--- src/rtl/ps_phy_pkg.sv ---
// ----------------------------------------------------------------------------
// ps_phy_pkg
// Shared definitions for the serial PHY path: the symbol width, the control
// symbol codes and the serializer state type. The future deserializer/aligner
// imports the same package so both ends agree on COM/IDLE encodings.
// ----------------------------------------------------------------------------
package ps_phy_pkg;

  // Width of one line symbol in bits.
  localparam int unsigned PS_SYM_W = 8;

  // Alignment symbol sent after reset.
  localparam logic [PS_SYM_W-1:0] PS_COM_SYM = 8'hBC;

  // Filler symbol sent when no data byte is offered at a symbol boundary.
  localparam logic [PS_SYM_W-1:0] PS_IDLE_SYM = 8'h7C;

  // Serializer mode: alignment burst after reset, then data/idle forever.
  typedef enum logic [0:0] {
    ST_COM    = 1'b0,
    ST_ACTIVE = 1'b1
  } ps_state_e;

endpackage

--- src/rtl/ps_serializer_if.sv ---
// ----------------------------------------------------------------------------
// ps_serializer_if
// Byte-in / bit-out bundle of the parallel-to-serial stage.
//   valid_in  : upstream byte is valid (sampled only on load edges)
//   data_in   : upstream byte
//   byte_req  : serializer will sample data_in/valid_in on the next edge
//   data_out  : serial bit, MSB first
//   frame     : high while a symbol's MSB is on data_out
//   valid_out : high for all 8 bits of a symbol that carries a data byte
// Modports: master = upstream byte source, slave = serializer.
// ----------------------------------------------------------------------------
interface ps_serializer_if;
  import ps_phy_pkg::*;

  logic                valid_in;
  logic [PS_SYM_W-1:0] data_in;
  logic                byte_req;
  logic                data_out;
  logic                frame;
  logic                valid_out;

  modport master (
    output valid_in,
    output data_in,
    input  byte_req,
    input  data_out,
    input  frame,
    input  valid_out
  );

  modport slave (
    input  valid_in,
    input  data_in,
    output byte_req,
    output data_out,
    output frame,
    output valid_out
  );

endinterface

--- src/rtl/ps_serializer_shift8.sv ---
// ----------------------------------------------------------------------------
// ps_shift8
// 8-bit parallel-in / serial-out register, MSB first, zero fill.
//   clk   : shift clock (rising edge)
//   rst_n : asynchronous active-low reset, clears the register
//   load  : capture din on this edge (has priority over shift)
//   shift : shift left by one with 0 fill on this edge
//   din   : parallel symbol
//   msb   : current serial bit (register bit 7)
// ----------------------------------------------------------------------------
module ps_shift8 (
  input  logic       clk,
  input  logic       rst_n,
  input  logic       load,
  input  logic       shift,
  input  logic [7:0] din,
  output logic       msb
);

  logic [7:0] shift_r;

  // Symbol register: parallel load wins over shift, otherwise hold.
  always_ff @(posedge clk or negedge rst_n) begin
    if (!rst_n) begin
      shift_r <= 8'h00;
    end else if (load) begin
      shift_r <= din;
    end else if (shift) begin
      shift_r <= {shift_r[6:0], 1'b0};
    end else begin
      shift_r <= shift_r;
    end
  end

  assign msb = shift_r[7];

endmodule

--- src/rtl/ps_serializer.sv ---
// ----------------------------------------------------------------------------
// ps_serializer
// Parallel-to-serial stage fed by the final 2:1 byte-lane mux. After reset it
// emits COM_COUNT alignment symbols, then one symbol per 8 sclk cycles: the
// offered data byte when valid_in is high at the load edge, IDLE otherwise.
//   sclk    : serial bit clock, all logic on the rising edge
//   reset_L : asynchronous active-low reset
//   bus     : ps_serializer_if.slave (valid_in, data_in, byte_req,
//             data_out, frame, valid_out)
// ----------------------------------------------------------------------------
module ps_serializer
  import ps_phy_pkg::*;
#(
  parameter int unsigned         DATA_W    = PS_SYM_W,
  parameter logic [DATA_W-1:0]   COM_SYM   = PS_COM_SYM,
  parameter logic [DATA_W-1:0]   IDLE_SYM  = PS_IDLE_SYM,
  parameter int unsigned         COM_COUNT = 4
) (
  input  logic          sclk,
  input  logic          reset_L,
  ps_serializer_if.slave bus
);

  localparam int unsigned       BIT_W    = $clog2(DATA_W);
  localparam logic [BIT_W-1:0]  LAST_BIT = BIT_W'(DATA_W - 1);
  localparam int unsigned       CNT_W    = $clog2(COM_COUNT + 1);
  // com_cnt value just before the final COM is loaded.
  localparam logic [CNT_W-1:0]  COM_LAST = CNT_W'(COM_COUNT - 1);

  ps_state_e          state_r;
  logic [BIT_W-1:0]   bit_cnt_r;
  logic [CNT_W-1:0]   com_cnt_r;
  logic               valid_r;
  logic               frame_r;

  logic               load_s;
  logic [DATA_W-1:0]  sym_s;
  logic               sym_valid_s;
  logic               data_bit_s;

  assign load_s = (bit_cnt_r == LAST_BIT);

  // Next symbol selection: COM during alignment, data or IDLE afterwards.
  always_comb begin
    sym_s       = COM_SYM;
    sym_valid_s = 1'b0;
    case (state_r)
      ST_COM: begin
        sym_s       = COM_SYM;
        sym_valid_s = 1'b0;
      end
      ST_ACTIVE: begin
        if (bus.valid_in) begin
          sym_s       = bus.data_in;
          sym_valid_s = 1'b1;
        end else begin
          sym_s       = IDLE_SYM;
          sym_valid_s = 1'b0;
        end
      end
      default: begin
        sym_s       = COM_SYM;
        sym_valid_s = 1'b0;
      end
    endcase
  end

  // Bit counter, COM counter, mode FSM and per-symbol output flags.
  always_ff @(posedge sclk or negedge reset_L) begin
    if (!reset_L) begin
      state_r   <= ST_COM;
      bit_cnt_r <= LAST_BIT;
      com_cnt_r <= {CNT_W{1'b0}};
      valid_r   <= 1'b0;
      frame_r   <= 1'b0;
    end else begin
      bit_cnt_r <= bit_cnt_r + BIT_W'(1);
      // frame follows the load edge, i.e. it is high exactly when bit_cnt==0.
      frame_r   <= load_s;
      if (load_s) begin
        valid_r <= sym_valid_s;
        case (state_r)
          ST_COM: begin
            com_cnt_r <= com_cnt_r + CNT_W'(1);
            if (com_cnt_r == COM_LAST) begin
              state_r <= ST_ACTIVE;
            end else begin
              state_r <= ST_COM;
            end
          end
          ST_ACTIVE: begin
            state_r <= ST_ACTIVE;
          end
          default: begin
            state_r <= ST_COM;
          end
        endcase
      end else begin
        valid_r <= valid_r;
      end
    end
  end

  ps_shift8 u_shift (
    .clk   (sclk),
    .rst_n (reset_L),
    .load  (load_s),
    .shift (~load_s),
    .din   (sym_s),
    .msb   (data_bit_s)
  );

  // byte_req is a decode of registered state so upstream sees it one full
  // cycle ahead of the sampling edge.
  assign bus.byte_req  = (state_r == ST_ACTIVE) && load_s;
  assign bus.data_out  = data_bit_s;
  assign bus.frame     = frame_r;
  assign bus.valid_out = valid_r;

endmodule

--- src/flat_wrapper.sv ---
// flat-port wrapper written by rule: the top's interface ports become plain ports
module ps_serializer_flat import ps_phy_pkg::*;
#(
  parameter int unsigned         DATA_W    = PS_SYM_W,
  parameter logic [DATA_W-1:0]   COM_SYM   = PS_COM_SYM,
  parameter logic [DATA_W-1:0]   IDLE_SYM  = PS_IDLE_SYM,
  parameter int unsigned         COM_COUNT = 4
)
  (sclk, reset_L, bus_valid_in, bus_data_in, bus_byte_req, bus_data_out, bus_frame, bus_valid_out);
  ps_serializer_if bus_i ();
  input  logic sclk;
  input  logic reset_L;
  input wire logic [$bits(bus_i.valid_in)-1:0] bus_valid_in;
  input wire logic [$bits(bus_i.data_in)-1:0] bus_data_in;
  output wire logic [$bits(bus_i.byte_req)-1:0] bus_byte_req;
  output wire logic [$bits(bus_i.data_out)-1:0] bus_data_out;
  output wire logic [$bits(bus_i.frame)-1:0] bus_frame;
  output wire logic [$bits(bus_i.valid_out)-1:0] bus_valid_out;
  assign bus_i.valid_in = bus_valid_in;
  assign bus_i.data_in = bus_data_in;
  assign bus_byte_req = bus_i.byte_req;
  assign bus_data_out = bus_i.data_out;
  assign bus_frame = bus_i.frame;
  assign bus_valid_out = bus_i.valid_out;
  ps_serializer #(.DATA_W(DATA_W), .COM_SYM(COM_SYM), .IDLE_SYM(IDLE_SYM), .COM_COUNT(COM_COUNT)) u_core (.sclk(sclk), .reset_L(reset_L), .bus(bus_i));
endmodule
--- config.mk ---
export PLATFORM = sky130hd
export DESIGN_NAME = ps_serializer_flat
export DESIGN_NICKNAME = d
export VERILOG_FILES = /design/src/rtl/ps_phy_pkg.sv /design/src/rtl/ps_serializer_if.sv /design/src/rtl/ps_serializer_shift8.sv /design/src/rtl/ps_serializer.sv /design/src/flat_wrapper.sv
export SDC_FILE = /design/constraint.sdc
export NUM_CORES = 1
export LEC_CHECK = 0
export CORE_UTILIZATION = 50
export DETAILED_ROUTE_END_ITERATION = 8
export PLACE_DENSITY_LB_ADDON = 0.1
export SETUP_SLACK_MARGIN = 0.1
export SLEW_MARGIN = 30
export SYNTH_ARGS = -nofsm -noshare
export SYNTH_HDL_FRONTEND = slang
export SYNTH_SLANG_ARGS = --single-unit
export TNS_END_PERCENT = 5
--- constraint.sdc ---
create_clock -name sclk -period 2.9 [get_ports sclk]
set_input_delay 0.58 -clock sclk [delete_from_list [all_inputs] [get_ports sclk]]
set_output_delay 0.58 -clock sclk [all_outputs]
set_load 0.05 [all_outputs]
==> metrics.csv <==
metric,value,unit
Fin Setup TNS,0,ns
multi-input logic area,223,sq um
die area,1530,sq um
vias in the first global route,398,
Critical Path AT,1.70,ns
grt ovf,0,
CTS tree,built,
Cells after Synth,55,
Slew headroom,52.5,%
top cell type's share of synthesized area,50.8,%
RSZ-0062 raised after global routing,false,
Setup crit end kind,output pin,
chip width,39.1,um
sequential share of the synthesized area,62.3,%
H-tree depth,1,
fin nets,90,
DR pass1 iterations,2,
DR vias,440,
worst hold endpoint,u_core.bit_cnt_r[0],
Initial DRC Count,6,
crit path max fanout,16,
layout cells sized above 1,13.7,%
"CTS clk-pin slew, worst paths",0.08,ns
status,"finished, final reports clean",
Rows,13,
area grow syn2layout,26.5,%
Max Cap Viol,0,
fmax,439,MHz
Worst-Margin Slew,0.711,ns
critical path type,reg -> out,
Max Slew Vio Count,0,
GRT Total Usage,17.9,%
Finished Layout Cells,88,
total power,397,uW
vias per inst,5.00,
fin crit share,78.6,%
Setup Viol. Count Final,0,
leak pwr,0.000431,uW
die height,39.1,um
initial antenna violation count,0,
Remaining DRCs,0,
Placer Congestion,0.612,
Num CTS Buffers,3,
worst-path cell chain,ha_1 -> ha_1 -> buf_4 -> and2_1 -> buf_4,
clock skew,0.00174,ns
Post-DP HPWL,782,um
CTS root buf,clkbuf_4,
hold_ws,0.449,ns
count of different cell masters after synthesis,21,
Power Density,455,nW/um^2
initial core utilization,53.7,%
"area leader, netlist",dfrtp_1,
WP data required,2.32,ns
CTS-repair resized insts,0,
hold crit path type,reg -> reg,
Synth warnings,0,
drt total wl,1.04,mm
synthesized area per cell,12.5,sq um
placed cell count,84,
Layout Utilization,67.9,%
reg2reg start,u_core.bit_cnt_r[0],
"FFs w/ async S/R, synth",100,%
TritonCTS sink count,17,
# IOs,15,
register area,429,sq um
Mapped Nets,71,
reg2reg path depth,5,
first-pass GRT wire length,1.68,mm
core area,1280,sq um
startpoint types,flop,
r2r endpoint,u_core.com_cnt_r[1],
largest net degree at the start of global routing,18,
Syn Std Cell Area,689,sq um
post-detailed-route wirelength per cell,11.9,um
Main synth FF type,dfrtp_1,
"EDFF count, synth",0,
hold-fix buffer count after cts,0,
Skew-Pair Late Insertion Delay,0.28,ns
maximum buffer depth of the clock tree,2,
Port Buffers,14,
HP Start,u_core.bit_cnt_r[0],
delay of the slowest critical-path stage,0.54,ns
final hold violation count,0,
post-route ant nets,0,
Post-CTS Setup Bufs,0,
R2R Setup Slk,1.22,ns
Max VDD drop,371,uV
Fillers,115,
n_diodes,0,
hold depth,1,
Crit-path slowest cell,dfstp_2,
Seq cells post-synth,17,
Final min period,2.28,ns
largest cells by area after synthesis,"dfrtp_1 51%, dfstp_2 11%, ha_1 9.1%",
[cell usage in the layout, fill, tap and decap left out]
cell,netlist,routed
clkbuf_1,0,1
nor2_1,5,5
dfrtp_1,14,14
clkbuf_4,0,3
nand2b_1,1,1
ha_1,5,5
a22o_1,1,1
mux2i_1,1,1
nand4_1,1,1
and3_1,1,1
buf_4,1,2
a31oi_1,4,4
a21o_1,1,1
mux2_1,1,1
mux2_2,1,1
nand2_1,1,1
o21ai_0,1,1
dfstp_2,3,3
inv_1,8,8
xor2_1,1,1
and2_1,2,2
clkdlybuf4s50_1,0,13
a21oi_1,1,1
nor2b_4,1,1
[report_power, final]
part / switching, uW / leakage [uW] / internal, uW
clock: 64.3 / 0.0000150 / 53.3
sequential: 1.93 / 0.000194 / 243
combinational: 16.7 / 0.000222 / 18.0
[registers in the layout, indices dropped and copies added (netlist names)]
| signal | flops |
|---|---|
| u_core.u_shift.shift_r | 8 |
| u_core.bus.frame | 1 |
| u_core.state_r | 1 |
| u_core.bit_cnt_r | 3 |
| u_core.com_cnt_r | 3 |
| u_core.bus.valid_out | 1 |
[worst max-delay path, delay by kind of cell (launching register included)]
kind          cells  cell delay (ns)
buf+inv           2             0.40
fa+ha+maj         2             0.30
simple gates      1             0.18
flops             1             0.54
[per-layer routing]
layer / routed length (um) / part of all wire [%] / track usage (%) / vias to the layer above
li1: - / - / - / 215
met1: 444 / 43 / 19.4 / 214
met2: 542 / 52 / 29.2 / 9
met3: 50 / 4.8 / 8.67 / 2
met4: 7 / 0.67 / 7.76 / 0
met5: 0 / 0 / 0 / -
[cell families (layout without fill, tap and decap cells)]
kind of cell	Yosys count	in the layout	synth area share (%)
AOI/OAI and AO/OA	8	8	7.44
DFF	17	17	62.3
buffers and inverters	9	27	5.45
and+or+nand+nor	12	12	9.80
xor gates and xnor gates	1	1	1.27
muxes	3	3	4.72
adders and majority gates	5	5	9.07
[through the flow]
stage,cell area [sq um],setup slack [ns]
2_1_floorplan,689,0.925
6_report,872,0.620
3_5_place_dp,846,0.917
4_1_cts,872,0.594
3_3_place_gp,846,0.947
5_1_grt,872,0.508
[Yosys cell counts (all sizes together) (2+ instances only)]
library cell   n
ha             5
dfrtp         14
inv            8
a31oi          4
nor2           5
and2           2
dfstp          3
mux2           2
[cell type report]
cell class	count	share of cell area, %
clock buffers	4	3.01
repair buffers	15	16.6
inverters	8	3.44
well taps	15	2.15
multi-input cells	29	25.5
flip-flops and latches	17	49.2
[how the worst max path moves through the flow]
stage               slack [ns]                 from  depth (start not counted)      endpoint
CTS                       0.59  u_core.bit_cnt_r[0]                          5  bus_byte_req
floorplan                 0.93  u_core.bit_cnt_r[0]                          3  bus_byte_req
global route              0.51  u_core.bit_cnt_r[0]                          5  bus_byte_req
detailed placement        0.92  u_core.bit_cnt_r[0]                          5  bus_byte_req
global placement          0.95  u_core.bit_cnt_r[0]                          5  bus_byte_req
finish                    0.62  u_core.bit_cnt_r[0]                          5  bus_byte_req
Power figures use the tool's default switching activity.
